### config.mk
export PLATFORM = sky130hd
export DESIGN_NAME = pipe_stage
export DESIGN_NICKNAME = d
export VERILOG_FILES = /design/src/rtl/pipe_stage.sv
export SDC_FILE = /design/constraint.sdc
export NUM_CORES = 1
export LEC_CHECK = 0
export BUFFER_PORTS_ARGS = -buffer_cell sky130_fd_sc_hd__buf_2
export CORE_ASPECT_RATIO = 0.9
export CORE_MARGIN = 3
export CORE_UTILIZATION = 55
export DETAILED_ROUTE_END_ITERATION = 12
export GPL_TIMING_DRIVEN = 0
export PLACE_DENSITY_LB_ADDON = 0.2
export SETUP_SLACK_MARGIN = 0.5
export SYNTH_ARGS = -nofsm -noshare
export SYNTH_HDL_FRONTEND = slang
export SYNTH_SLANG_ARGS = --single-unit
### constraint.sdc
create_clock -name clock -period 2.1 [get_ports clock]
set_input_delay 0.63 -clock clock [delete_from_list [all_inputs] [get_ports clock]]
set_output_delay 0.63 -clock clock [all_outputs]
set_load 0.05 [all_outputs]
### src/rtl/pipe_stage.sv
// Valid/ready pipeline stage with a one-entry skid buffer: 1-cycle latency, full throughput,
// in_ready_o decoded from state flops only. Stall counter enabled by PIPE_STAGE_PERF_EN.
module pipe_stage #(
  parameter int unsigned              DATA_W    = 64,
  parameter logic [DATA_W-1:0]        RESET_VAL = {DATA_W{1'b0}},
  parameter int unsigned              CNT_W     = 32
) (
  input  logic              clock,
  input  logic              reset,
  input  logic              flush_i,
  input  logic              in_valid_i,
  output logic              in_ready_o,
  input  logic [DATA_W-1:0] in_data_i,
  output logic              out_valid_o,
  input  logic              out_ready_i,
`ifdef PIPE_STAGE_PERF_EN
  output logic [CNT_W-1:0]  stall_cnt_o,
`endif
  output logic [DATA_W-1:0] out_data_o
);

  typedef enum logic [1:0] {
    EMPTY = 2'd0,
    FULL  = 2'd1,
    SKID  = 2'd2
  } state_t;

  state_t            state;
  logic [DATA_W-1:0] main_q;
  logic [DATA_W-1:0] skid_q;
  logic              acc;
  logic              drn;

  if (CNT_W < 1) begin : g_bad_cnt_w
    $error("pipe_stage: CNT_W must be at least 1");
  end

  assign out_valid_o = (state != EMPTY);
  assign in_ready_o  = (state != SKID);
  assign out_data_o  = main_q;

  assign acc = in_valid_i & in_ready_o;
  assign drn = out_valid_o & out_ready_i;

  // Data registers only load on acc or skid->main moves, so an unaccepted
  // in_data_i can never reach out_data_o.
  always_ff @(posedge clock) begin
    if (reset) begin
      state  <= EMPTY;
      main_q <= RESET_VAL;
      skid_q <= RESET_VAL;
    end else if (flush_i) begin
      state <= EMPTY;
    end else begin
      case (state)
        EMPTY: begin
          if (acc) begin
            state  <= FULL;
            main_q <= in_data_i;
          end
        end
        FULL: begin
          if (acc && drn) begin
            main_q <= in_data_i;
          end else if (acc) begin
            state  <= SKID;
            skid_q <= in_data_i;
          end else if (drn) begin
            state <= EMPTY;
          end
        end
        SKID: begin
          if (drn) begin
            state  <= FULL;
            main_q <= skid_q;
          end
        end
        default: state <= EMPTY;
      endcase
    end
  end

`ifdef PIPE_STAGE_PERF_EN
  logic [CNT_W-1:0] stall_cnt_q;

  // Saturating count of cycles where downstream refuses a valid payload.
  always_ff @(posedge clock) begin
    if (reset) begin
      stall_cnt_q <= '0;
    end else if (out_valid_o && !out_ready_i && !(&stall_cnt_q)) begin
      stall_cnt_q <= stall_cnt_q + 1'b1;
    end
  end

  assign stall_cnt_o = stall_cnt_q;
`endif

endmodule

==> results.toml, run 1 <==
[run_status]
status = "finished, final reports clean"

[placement]
hpwl_um = 11900
post-place-ws_ps = -64.4
port_buffers = 133
gp_routability_congestion = 0.801

[yosys]
yosysSeqAreaShare = 0.404
synthAdderAreaFrac = 0
ys_types = 28
netlist_top_cells_count = "130 x dfxtp_1, 110 x nand2_1, 64 x mux2i_1, 64 x nor2b_1, 56 x a21oi_1"
synth-xor-area-share = 0
syn_avg_cell_area_sq_um = 9.70
yosys_register_bits = 130
synth_top_area_cell = "dfxtp_1"
yosysWarningCount = 0
synthArstFlopShare = 0
synth_top_family_by_area = "compound AO/OA/AOI/OAI gates"
yosysMostFrequentCell = "dfxtp_1"
muxShareOfSynthArea = 0.0995
synth_nets = 733
synth_edf_count = 0
synth-simple-area-share = 0.158
synthFlopType = "dfxtp_1"
synth_compound_area_frac = 0.261
synth_top_area_frac = 0.404
syn_inst = 664
netlist_top_cells_area = "dfxtp_1 40%, o41ai_2 13%, mux2i_1 9.9%, nand2_1 6.4%, nor2b_1 6.2%"
netlist_area_sq_um = 6440

[timing]
hold_viol = 0
tightest_slew_ps = 750
slew_headroom = 0.500
skew_ps = 7.79
hold_ws_ps = 443
timing.final.crit_share = 0.954
setup_ws_ps = 95.7
setup_viol = 0
fin_crit_ps = 2000
fmax_mhz = 499
finalMaxSlewViolations = 0
final.setup.tns_ps = 0
rsz0062_at_grt = "yes"

[global_routing]
grt_max_degree = 17
overflow = 0
grt_pass1_wl_um = 28000
grt_usage = 0.270
antenna_found_initial = 0
grt_pass1_vias = 5630

[cts]
root_buffer = "clkbuf_16"
cts_buffers = 17
clk_pin_slew_ps = 50
clock_sinks = 130
htree_levels = 4
clk_latency_ps = 420
clock_path_buffers = 2
cts_tree = "yes"

[floorplan]
dieHeight_um = 109
core_sq_um = 11100
initial_core_util = 0.579
die_x_um = 120
row_count = 36
ios = 135
die_area_sq_um = 13000

[final_layout]
syn2layout_area_growth_pct = 32.2
drive_gt1_frac = 0.412
nNetsFinal = 892

[route]
num_vias = 5573
drt_iter0_markers = 470
wl_per_cell_um = 17.9
final_antenna_net_count = 0
drt-pass1-iter-count = 5
wirelength_um = 17600
viasPerCell = 5.64
drc = 0

[run]
cap_violations = 0

[worst_setup_path]
crit_fanout = 2
critPathRequiredTime_ps = 1470
start_kind = "flip-flop"
worstSetupEndpointType = "output pin"
cp.arrival_ps = 1370
criticalPathCategory = "reg2out"

[power]
power.static_leakage_nw = 3.86
power_density_nw_per_um2 = 773
ir_worst_vdd_mv = 0.617
finalPower_mw = 6.58

[min_path]
min_path_type = "in2reg"
[sequential cells by signal, summed over array words and instances (netlist names)]
signal	flops
state	2
skid_q	64
out_data_o	64
[final timing paths]
path,from,end,slack [ps],cells past startpoint
max,state[0],in_ready_o,100,5
min,out_ready_i,state[1],440,2
min reg2reg,skid_q[25],skid_q[25],450,2
max reg2reg,state[0],out_data_o[57],510,7
[per-layer routing]
metal	up-vias	routed length [um]	track usage
li1	2672	-	-
met1	2710	7690	0.346
met2	175	8760	0.451
met3	16	1030	0.0700
met4	0	157	0.0777
met5	-	0	0
[cell type report]
class / instances / area (sq um)
Antenna cell: 1 / 2.50
Timing Repair Buffer: 140 / 1120
Clock buffer: 28 / 547
Fill cell: 768 / 2610
Clock inverter: 3 / 65.1
Sequential cell: 130 / 2650
Tap cell: 152 / 190
Multi-Input combinational cell: 464 / 3400
Buffer: 70 / 542
[repair_timing]
| item | CTS | global route |
|---|---|---|
| endpoints found under the hold margin | 0 | 0 |
| setup buffers | 6 | 0 |
| hold buffers | 0 | 0 |
| gates resized for setup | 105 | 97 |
| cloned | 0 | 1 |
| pin swaps | 1 | 0 |
| setup endpoints to repair | 142 | 99 |
[worst max-delay path: stages (launching register included)]
cell and delay, ps:
dfxtp_4 340, nand2b_4 130, buf_6 110, buf_12 120
buf_12 120, buf_12 140
[power breakdown]
part / internal [mW] / total, mW / switching (mW) / leakage [nW]
sequential: 2.55 / 2.60 / 0.0543 / 1.07
combinational: 0.341 / 0.956 / 0.616 / 2.49
clock: 1.99 / 3.02 / 1.03 / 0.303
[placed cells by master (no fill, tap or decap), types with 2 or more instances in the layout]
master,instances
nand2_1,110
buf_8,2
buf_2,72
buf_6,72
a21oi_2,11
buf_4,24
dfxtp_1,100
mux2i_1,64
bufinv_16,2
dfxtp_4,2
o41ai_2,56
a21oi_1,55
dfxtp_2,28
clkbuf_1,28
o41ai_1,8
buf_12,7
nor2b_1,64
o21ai_2,9
o21ai_1,52
clkbuf_2,6
clkbuf_4,2
clkbuf_16,17
nand2_2,20
nand2b_4,2
clkbuf_8,8
o21ai_0,3
[stage by stage]
step,instance area (sq um),std cells,util
final,8510,988,0.765
after global routing,8510,987,0.765
after CTS,8260,986,0.742
after detailed placement,7300,949,0.656
after global placement,7300,949,0.656
after floorplan,6450,664,-
[kinds of logic (layout without fill, tap and decap cells)]
| group | after synthesis | count (layout) |
|---|---|---|
| and+or+nand+nor | 203 | 203 |
| DFF | 130 | 130 |
| muxes | 64 | 64 |
| other | 0 | 1 |
| buffers and inverters | 70 | 241 |
| AOI/OAI and AO/OA | 197 | 197 |
Power figures use the tool's default switching activity.
==> run 2, diff against run 1 <==
Settings changed: CELL_PAD_IN_SITES_DETAIL_PLACEMENT from default to 1, CELL_PAD_IN_SITES_GLOBAL_PLACEMENT from default to 1, CORE_UTILIZATION 55 to 42, SLEW_MARGIN from default to 20.
==> run 2 against run 1 <==
  * Global-route usage shrank 3.4 points
  * Non-clock buffer count is the same
  * Maximum frequency shrank 0.47%
  * Hold slack gained 8.9 ps
  * Die area grew 29%
  * Core utilization shrank 18 points
  * Total power grew 6.6%
  * Clock power grew 13%
  * Sequential cell count is the same
  * Sequential power is essentially flat
  * Setup slack lost 9.4 ps
  * Register-to-register slack lost 30 ps
  * Critical path type unchanged
==> results.toml, run 2 (same netlist as run 1, synthesis figures left out) <==
[global_routing]
grt_pass1_wl_um = 31100
antenna_found_initial = 1
overflow = 0
grt_pass1_vias = 5926
grt_max_degree = 17
grt_usage = 0.236

[cts]
holdBufCountCts = 0
cts_tree = "yes"
clk_latency_ps = 420
htree_levels = 4
clock_path_buffers = 2
clock_sinks = 130
cts_buffers = 17
root_buffer = "clkbuf_16"
clk_pin_slew_ps = 60

[placement]
port_buffers = 133
post-place-ws_ps = -135
hpwl_um = 13500
gp_routability_congestion = 0.764

[timing]
fin_crit_ps = 2010
rsz0062_at_grt = "yes"
tightest_slew_ps = 831
timing.final.crit_share = 0.959
setup_ws_ps = 86.4
skew_ps = 6.33
finalMaxSlewViolations = 0
setup_viol = 0
hold_viol = 0
fmax_mhz = 497
slew_headroom = 0.446

[worst_setup_path]
cp-startpoint = "state[0]"
start_kind = "flip-flop"
crit_fanout = 2
worstReg2RegEnd = "out_data_o[0]"
cp.arrival_ps = 1380
worstSetupEndpointType = "output pin"
r2r_cells = 7
crit_end = "in_ready_o"
critPathRequiredTime_ps = 1470
criticalPathCategory = "reg2out"
r2r_start = "state[0]"
r2r_slack_ps = 480

[final_layout]
drive_gt1_frac = 0.437
nNetsFinal = 892
antennaDiodeCount = 0
syn2layout_area_growth_pct = 36.0
mostFrequentLayoutCells = "110 x nand2_1, 86 x buf_6, 84 x dfxtp_1"
layout_commonest_cell = "nand2_1"

[route]
viasPerCell = 5.42
wirelength_um = 20200
num_vias = 5608
drc = 0
drt-pass1-iter-count = 4
drt_iter0_markers = 289
wl_per_cell_um = 19.5
final_antenna_net_count = 0

[floorplan]
row_count = 42
die_x_um = 137
dieHeight_um = 123
core_sq_um = 14900
ios = 135
initial_core_util = 0.433
die_area_sq_um = 16900

[min_path]
hold_start = "out_ready_i"
min_path_type = "in2reg"

[power]
finalPower_mw = 7.02
ir_worst_vdd_mv = 0.613
power_density_nw_per_um2 = 801
power.static_leakage_nw = 3.91

[run]
cap_violations = 0

[run_status]
status = "finished, final reports clean"
run 2: changes by cell type in the layout (fill, tap and decap cells not counted), moves of 5 or more:
cell	previous run	this run
clkbuf_8	8	3
o41ai_2	56	51
dfxtp_1	100	84
dfxtp_2	28	44
buf_6	72	86
buf_4	24	13
run 2: metal layers:
metal / global-route usage / wire length, um / vias up
li1: - / - / 2671
met1: 0.312 / 9260 / 2792
met2: 0.390 / 9870 / 125
met3: 0.0472 / 850 / 18
met4: 0.0730 / 218 / 2
met5: 0 / 13 / -
run 2: worst min-delay path by stage:
stage	endpoint	cells after the start	slack, ps
after floorplan	skid_q[10]	2	430
after global placement	skid_q[23]	2	440
after detailed placement	skid_q[13]	2	450
after CTS	state[1]	2	430
after global routing	state[1]	2	450
final	state[1]	2	450
run 2: critical path, stage by stage (launching register included):
cell,delay (ps)
dfxtp_4,340
nand2b_4,130
buf_6,110
buf_12,120
buf_12,120
buf_12,140
run 2: repair_timing:
item	in CTS	in global routing
resized for setup	145	97
gates cloned	0	1
pin swaps	1	0
endpoints found under the setup margin	180	112
buffers inserted	6	0
run 2: area by class of cell:
class | count | area (sq um)
fillers | 1675 | 6110
plain buffers | 70 | 588
well taps | 198 | 248
repair buffers | 140 | 1130
clock buffers | 22 | 474
multi-input cells | 464 | 3450
flip-flops and latches | 130 | 2670
clock inverters | 10 | 203
run 2: metrics by stage:
step	cells	utilization	instance area, sq um	setup TNS (ps)	hold WS, ps
CTS	1033	0.569	8470	0	432
global route	1034	0.589	8760	0	454
floorplan	664	-	6450	0	431
finish	1034	0.589	8760	0	452
global placement	995	0.495	7360	-3910	437
detailed placement	995	0.495	7360	-4590	446
run 2: power by group:
| group | internal (mW) | switching, mW |
|---|---|---|
| Combinational | 0.359 | 0.635 |
| Sequential | 2.55 | 0.0581 |
| Clock | 2.32 | 1.10 |
| Total | 5.23 | 1.79 |
